File: config.mk
export PLATFORM = sky130hd
export DESIGN_NAME = io881_uart_tx
export DESIGN_NICKNAME = d
export VERILOG_FILES = /design/src/rtl/io881_uart_tx.sv
export SDC_FILE = /design/constraint.sdc
export NUM_CORES = 1
export LEC_CHECK = 0
export ABC_AREA = 1
export ABC_CLOCK_PERIOD_IN_PS = 2000
export CAP_MARGIN = 5
export CORE_UTILIZATION = 35
export DETAILED_ROUTE_END_ITERATION = 12
export SETUP_SLACK_MARGIN = 0.5
export SYNTH_ARGS = -nofsm -noshare
export SYNTH_HDL_FRONTEND = slang
export SYNTH_SLANG_ARGS = --single-unit
File: constraint.sdc
create_clock -name clk -period 2 [get_ports clk]
set_input_delay 0.2 -clock clk [delete_from_list [all_inputs] [get_ports clk]]
set_output_delay 0.2 -clock clk [all_outputs]
set_load 0.005 [all_outputs]
File: src/rtl/io881_uart_tx.sv
// Serial transmit stage for the io881 TX FIFO: pops one word per frame and
// sends start bit, DATA_BITS data bits LSB-first and one stop bit on txd.
module io881_uart_tx #(
   parameter int DATA_BITS = 8,
   parameter int DIV_WIDTH = 16
) (
   input  logic                 clk,
   input  logic                 reset_n,
   input  logic [DIV_WIDTH-1:0] divisor,
   input  logic                 in_valid,
   input  logic [DATA_BITS-1:0] in_data,
   output logic                 in_ready,
   output logic                 txd,
   output logic                 busy
);

   localparam logic [1:0] ST_IDLE  = 2'd0;
   localparam logic [1:0] ST_START = 2'd1;
   localparam logic [1:0] ST_DATA  = 2'd2;
   localparam logic [1:0] ST_STOP  = 2'd3;

   localparam int IDX_W = (DATA_BITS > 1) ? $clog2(DATA_BITS) : 1;
   localparam logic [IDX_W-1:0] LAST_IDX = IDX_W'(DATA_BITS - 1);

   logic [1:0]           state_q,   state_d;
   logic [DIV_WIDTH-1:0] cnt_q,     cnt_d;
   logic [DIV_WIDTH-1:0] period_q,  period_d;
   logic [IDX_W-1:0]     bit_idx_q, bit_idx_d;
   logic [DATA_BITS-1:0] shift_q,   shift_d;
   logic                 txd_q,     txd_d;
   logic                 busy_q,    busy_d;

   assign in_ready = (state_q == ST_IDLE);
   assign txd      = txd_q;
   assign busy     = busy_q;

   always_comb begin
      // NOTE: every _d starts as its _q so no path through the case leaves a latch.
      state_d   = state_q;
      cnt_d     = cnt_q;
      period_d  = period_q;
      bit_idx_d = bit_idx_q;
      shift_d   = shift_q;
      txd_d     = txd_q;
      busy_d    = busy_q;

      case (state_q)
         ST_IDLE: begin
            if (in_valid) begin
               state_d  = ST_START;
               shift_d  = in_data;
               period_d = divisor;
               cnt_d    = divisor;
               txd_d    = 1'b0;
               busy_d   = 1'b1;
            end
         end
         ST_START: begin
            if (cnt_q == '0) begin
               state_d   = ST_DATA;
               bit_idx_d = '0;
               cnt_d     = period_q;
               txd_d     = shift_q[0];
            end else begin
               cnt_d = cnt_q - DIV_WIDTH'(1);
            end
         end
         ST_DATA: begin
            if (cnt_q == '0) begin
               shift_d = shift_q >> 1;
               cnt_d   = period_q;
               if (bit_idx_q == LAST_IDX) begin
                  state_d = ST_STOP;
                  txd_d   = 1'b1;
               end else begin
                  bit_idx_d = bit_idx_q + IDX_W'(1);
                  // txd is registered, so it must already carry the next bit
                  txd_d     = shift_d[0];
               end
            end else begin
               cnt_d = cnt_q - DIV_WIDTH'(1);
            end
         end
         ST_STOP: begin
            if (cnt_q == '0) begin
               state_d = ST_IDLE;
               busy_d  = 1'b0;
            end else begin
               cnt_d = cnt_q - DIV_WIDTH'(1);
            end
         end
         default: state_d = ST_IDLE;
      endcase
   end

   always_ff @(posedge clk or negedge reset_n) begin
      if (!reset_n) begin
         state_q   <= ST_IDLE;
         cnt_q     <= '0;
         period_q  <= '0;
         bit_idx_q <= '0;
         shift_q   <= '0;
         txd_q     <= 1'b1;
         busy_q    <= 1'b0;
      end else begin
         // NOTE: non-blocking so every flop samples the pre-edge values of the others.
         state_q   <= state_d;
         cnt_q     <= cnt_d;
         period_q  <= period_d;
         bit_idx_q <= bit_idx_d;
         shift_q   <= shift_d;
         txd_q     <= txd_d;
         busy_q    <= busy_d;
      end
   end

endmodule

**After elaboration in Yosys (flattened, before gate mapping)**

Index checks and enable logic that the tools add are counted.

- Bits of input ports: 27
- Logic and storage cells: 59
- Register bits after elaboration: 47

- Equality and inequality tests: 11
- Add/subtract/negate cells: 2
- Reduce and logical (&&, ||, !) cells: 14
- Mux-type cells: 25

Operator list:

| cell | number |
|---|---|
| $mux 16 | 3 |
| $pmux 16 s3 | 1 |
| $logic_not 16->1 | 1 |
| $mux 8 | 2 |
| $pmux 8 s2 | 1 |
| $sub 16x1->16 const B | 1 |
| $ne 2x2->1 const B | 7 |
| $mux 2 | 5 |
| $mux 3 | 3 |
| $pmux 2 s4 | 1 |
| $reduce_and 4->1 | 2 |
| $mux 1 | 6 |
| $pmux 3 s2 | 1 |
| $reduce_and 3->1 | 2 |
| $reduce_bool 2->1 | 3 |
| $reduce_and 5->1 | 1 |
| $eq 2x2->1 const B | 2 |
| $reduce_and 2->1 | 2 |
| $add 3x1->3 const B | 1 |
| $eq 3x3->1 const B | 1 |
| $pmux 1 s3 | 1 |
| $reduce_bool 3->1 | 1 |
| $eq 2x1->1 const B | 1 |
| $logic_not 2->1 | 1 |
| other kinds (2) | 2 |

**Logic depth before layout (Yosys ltp)**

- Word-level depth: 4
- Depth in mapped cells: 13

**Least setup slack after synthesis**

Ideal clock, no wire load.

- Kind: flip-flop to flip-flop
- Start: register state_q[0]
- End: register shift_q[1]
- Stages on the path, launching flop included: 10
- Data arrival time: 1.605 ns
- Slack: 0.277 ns
- Setup time: 0.119 ns
- Buffers on the path: 2
- Cells stage by stage: dfrtp_1 inv_1 ha_1 buf_4 inv_1 or2_4 nand2_4 nor2_8 buf_6 o21a_1

- Word-level cells in the longest chain between the ends: 3
- Elaborated cells between the ends (all ways): 7

RTL lines:

| element | RTL line | text |
|---|---|---|
| from (decl) | 25 | `logic [1:0] state_q, state_d;` |
| from (signal assigned) | 107 | `state_q <= state_d;` |
| $logic_not 2->1 (*) | - |  |
| named net in_ready | 12 | `output logic in_ready,` |
| $ne 2x2->1 (no line) or $reduce_bool 2->1 (tied branches) | - |  |
| $reduce_and 3->1 (no line) | - |  |
| to (signal assigned) | 111 | `shift_q <= shift_d;` |
| to (decl) | 29 | `logic [DATA_BITS-1:0] shift_q, shift_d;` |

Mark *: on every way through the listed nets, which the timed path passes. The rest lies on a longest branch.
A chain may end at the register's enable or synchronous reset.

**Worst setup path in the final report**

- Start: register cnt_q[0]
- End: register cnt_q[4]

- Word-level cells in the longest chain between the ends: 3
- Elaborated cells between the ends (all ways): 7

RTL lines:

| element | RTL line | text |
|---|---|---|
| from (decl) | 26 | `logic [DIV_WIDTH-1:0] cnt_q, cnt_d;` |
| from (signal assigned) | 108 | `cnt_q <= cnt_d;` |
| $sub 16x1->16 or $logic_not 16->1 (tied branches) | - |  |
| $mux 16 (tied with other cells) | 85 | `if (cnt_q == '0) begin` |
| $pmux 16 s3 or $reduce_and 2->1 (tied branches) | - |  |

Parallel ways exist; a longest one is shown, timed or not. The select of a mux whose other input is x is not followed.

==> impl_metrics.yaml <==
outcome:
  status: "complete, but fails checks"
  violations: "hold timing"
worst_setup_path:
  critPathLaunchType: "register"
  path_max_fanout: 8
  worstPathCellList: "inv_2 -> ha_4 -> inv_2 -> nor2_2 -> nand2_2 -> nor2_4 -> buf_4 -> nand2_4 -> nor2_4 -> a21oi_1 -> o21ai_0 -> nand2_1 -> nand2_1"
  cp-end-kind: "register"
  worstSetupPathType: "reg -> reg"
  cp_slowest_cell: "dfrtp_1"
  slowest_delay_ps: 400
  cp.required_ps: 2250
  cp.arrival_ps: 2000
sta:
  tns_ps: 0
  period_share_pct: 87.45
  post-route-min-period_ps: 1749
  finalMaxSlewViolations: 0
  timing.fmax_mhz: 571.7
  relSlewSlack_pct: 44.92
  rsz0062_at_grt: "true"
  skew_ps: 8.398
  hold_ws_ps: -16.11
  worst_slack_ps: 251.0
  hold_viol_final: 20
  worst_pin_slew_ps: 826.2
  finalSetupViolCount: 0
synth:
  synth_edf_count: 0
  ys_warn_count: 0
  synth_ff_type: "dfrtp_1"
  syn_inst: 391
  synth_nets: 426
  postSynthAreaPerCell_sq_um: 7.360
  yosysUniqueCellTypes: 35
  synth.ff_latch_count: 47
  synth_area_sq_um: 2878
  async_flop_share_pct: 100.0
  yosysSeqAreaShare_pct: 40.91
global_routing:
  grt_first_pass_wirelength_microns: 12200
  antenna_found_initial: 0
  grt_max_degree: 36
  grt_pass1_vias: 2611
  grt_overflow: 0
  grt_use_total_pct: 17.86
layout:
  final_common_cell: "nand2_1"
  fin_nets: 481
  multi_input_area_sq_um: 1728
  layout_common_cells: "nand2_1, dfrtp_1, inv_1, nor2_1"
  num_antenna_cells: 0
  final.fill_count: 763
  drive_gt1_share_pct: 23.94
  area_growth_pct: 34.70
  post-route-util_pct: 49.39
  finalNonFillerCells: 549
  area.sequential_sq_um: 1177
clock_tree:
  cts_root_buffer: "clkbuf_8"
  numCtsBuffers: 5
  htreeDepth: 2
  cts_sinks: 47
  clock_latency_ps: 300
  cts_tree: "built"
  path_clk_slew_ps: 100
  cts_buffer_depth: 2
placed_design:
  dp_slack_ps: 158.2
  dp_cells: 523
  gp_congestion: 0.8663
  portBuffers: 29
  hpwl_microns: 5017
floorplan:
  fp.dieH_microns: 92.68
  initial_core_util_pct: 36.67
  floorplan.io_pins: 30
  die-width_microns: 92.68
  fp.coreArea_sq_um: 7848
  die-area_sq_um: 8589
  rows: 32
routing:
  vias_per_cell: 4.923
  ant_nets: 0
  drc_errors: 0
  vias: 2703
  drtIter0Drc: 150
  totalWireLength_microns: 7311
  wl_per_cell_microns: 13.32
  dr.pass1.iters: 4
pwr:
  p_clk_share_pct: 11.4
  p_sw_share_pct: 46.16
  power_uw: 6258
  combPwrFrac_pct: 60.2
  power.density_cell_area_nw_per_um2: 1615
  peakVddDrop_mv: 0.7201
  internal_power_uw: 3370
  leakage_uw: 0.001815
  p_seq_share_pct: 28.3
  p_switching_uw: 2889
flow_run:
  cap_violations: 0
min_path:
  hold_class: "in -> async"
cell type report:
cell class | count | area share (%)
Multi-Input combinational cell | 293 | 44.58
Sequential cell | 47 | 30.37
Timing Repair Buffer | 59 | 14.65
Inverter | 40 | 4.196
Tap cell | 102 | 3.292
Clock buffer | 5 | 1.775
Clock inverter | 3 | 1.130
path summary, 6_finish.rpt:
| path | cells past startpoint | from | slack [ps] | to |
|---|---|---|---|---|
| max | 13 | cnt_q[0] | 250 | cnt_q[4] |
| min | 1 | reset_n | -20 | period_q[0] |
| max reg2reg | 13 | cnt_q[0] | 250 | cnt_q[4] |
| min reg2reg | 2 | txd | 460 | txd |
| max in group asynchronous | 2 | reset_n | 1370 | cnt_q[11] |
| min in group clk | 2 | txd | 460 | txd |
synthesized netlist by cell type (5+ instances only):
| cell type | count | area, sq um |
|---|---|---|
| o21a_1 | 5 | 37.54 |
| nand3_1 | 15 | 75.07 |
| inv_1 | 38 | 142.6 |
| xnor2_1 | 5 | 43.79 |
| o21ai_1 | 7 | 35.03 |
| nand2_1 | 121 | 454.2 |
| nor2_1 | 38 | 142.6 |
| clkbuf_1 | 6 | 22.52 |
| a21oi_1 | 28 | 140.1 |
| dfrtp_1 | 46 | 1151 |
| o21ai_0 | 35 | 175.2 |
| ha_1 | 8 | 100.1 |
critical path, delay by kind of cell (launching register included):
family	cells	cell delay, ps
AND/OR/NAND/NOR	7	710
buffers and inverters	3	270
flip-flops	1	400
adder cells (fa/ha/maj)	1	130
AO/OA/AOI/OAI	2	180
power by group through the flow:
stage | clock [uW] | sequential (uW) | combinational (uW)
6_report | 716 | 1770 | 3770
5_1_grt | 779 | 1830 | 4230
4_1_cts | 738 | 1760 | 3430
3_5_place_dp | 0 | 1790 | 3090
3_3_place_gp | 0 | 1780 | 3060
2_1_floorplan | 0 | 1690 | 2370
cell families (layout without fill, tap and decap cells):
group,count (synthesis),in the layout,synth area share [%]
flip-flops,47,47,40.91
AND/OR/NAND/NOR,189,191,28.35
buffers and inverters,53,107,8.000
AO/OA/AOI/OAI,86,86,16.83
adder cells (fa/ha/maj),8,8,3.478
XOR/XNOR,8,8,2.435
timing repair:
action / 4_1_cts / 5_1_grt
resized for setup: 12 / 47
hold endpoints to repair: 0 / 0
endpoints found under the setup margin: 45 / 37
buffers inserted: 12 / 3
hold buffers: 0 / 0
pin swaps: 6 / 6
cloned: 2 / 1
sequential cells by signal, summed over array words and instances (netlist names):
name,cells
txd,1
shift_q,8
busy,1
cnt_q,16
bit_idx_q,3
state_q,2
period_q,16
per-stage QoR:
stage	area (sq um)	hold slack (ps)
floorplan	2969	-95.59
global placement	3417	351.0
detailed placement	3417	349.8
CTS	3691	8.320
global route	3876	39.61
finish	3876	-16.11
metal layers:
metal / vias to the layer above / part of all wire (%) / global-route usage (%)
met3: 4 / 3.5 / 2.709
met1: 1294 / 47 / 24.15
met5: - / 0 / 0
li1: 1358 / - / -
met4: 0 / 0.52 / 4.231
met2: 47 / 49 / 30.06
Power figures use the tool's default switching activity.
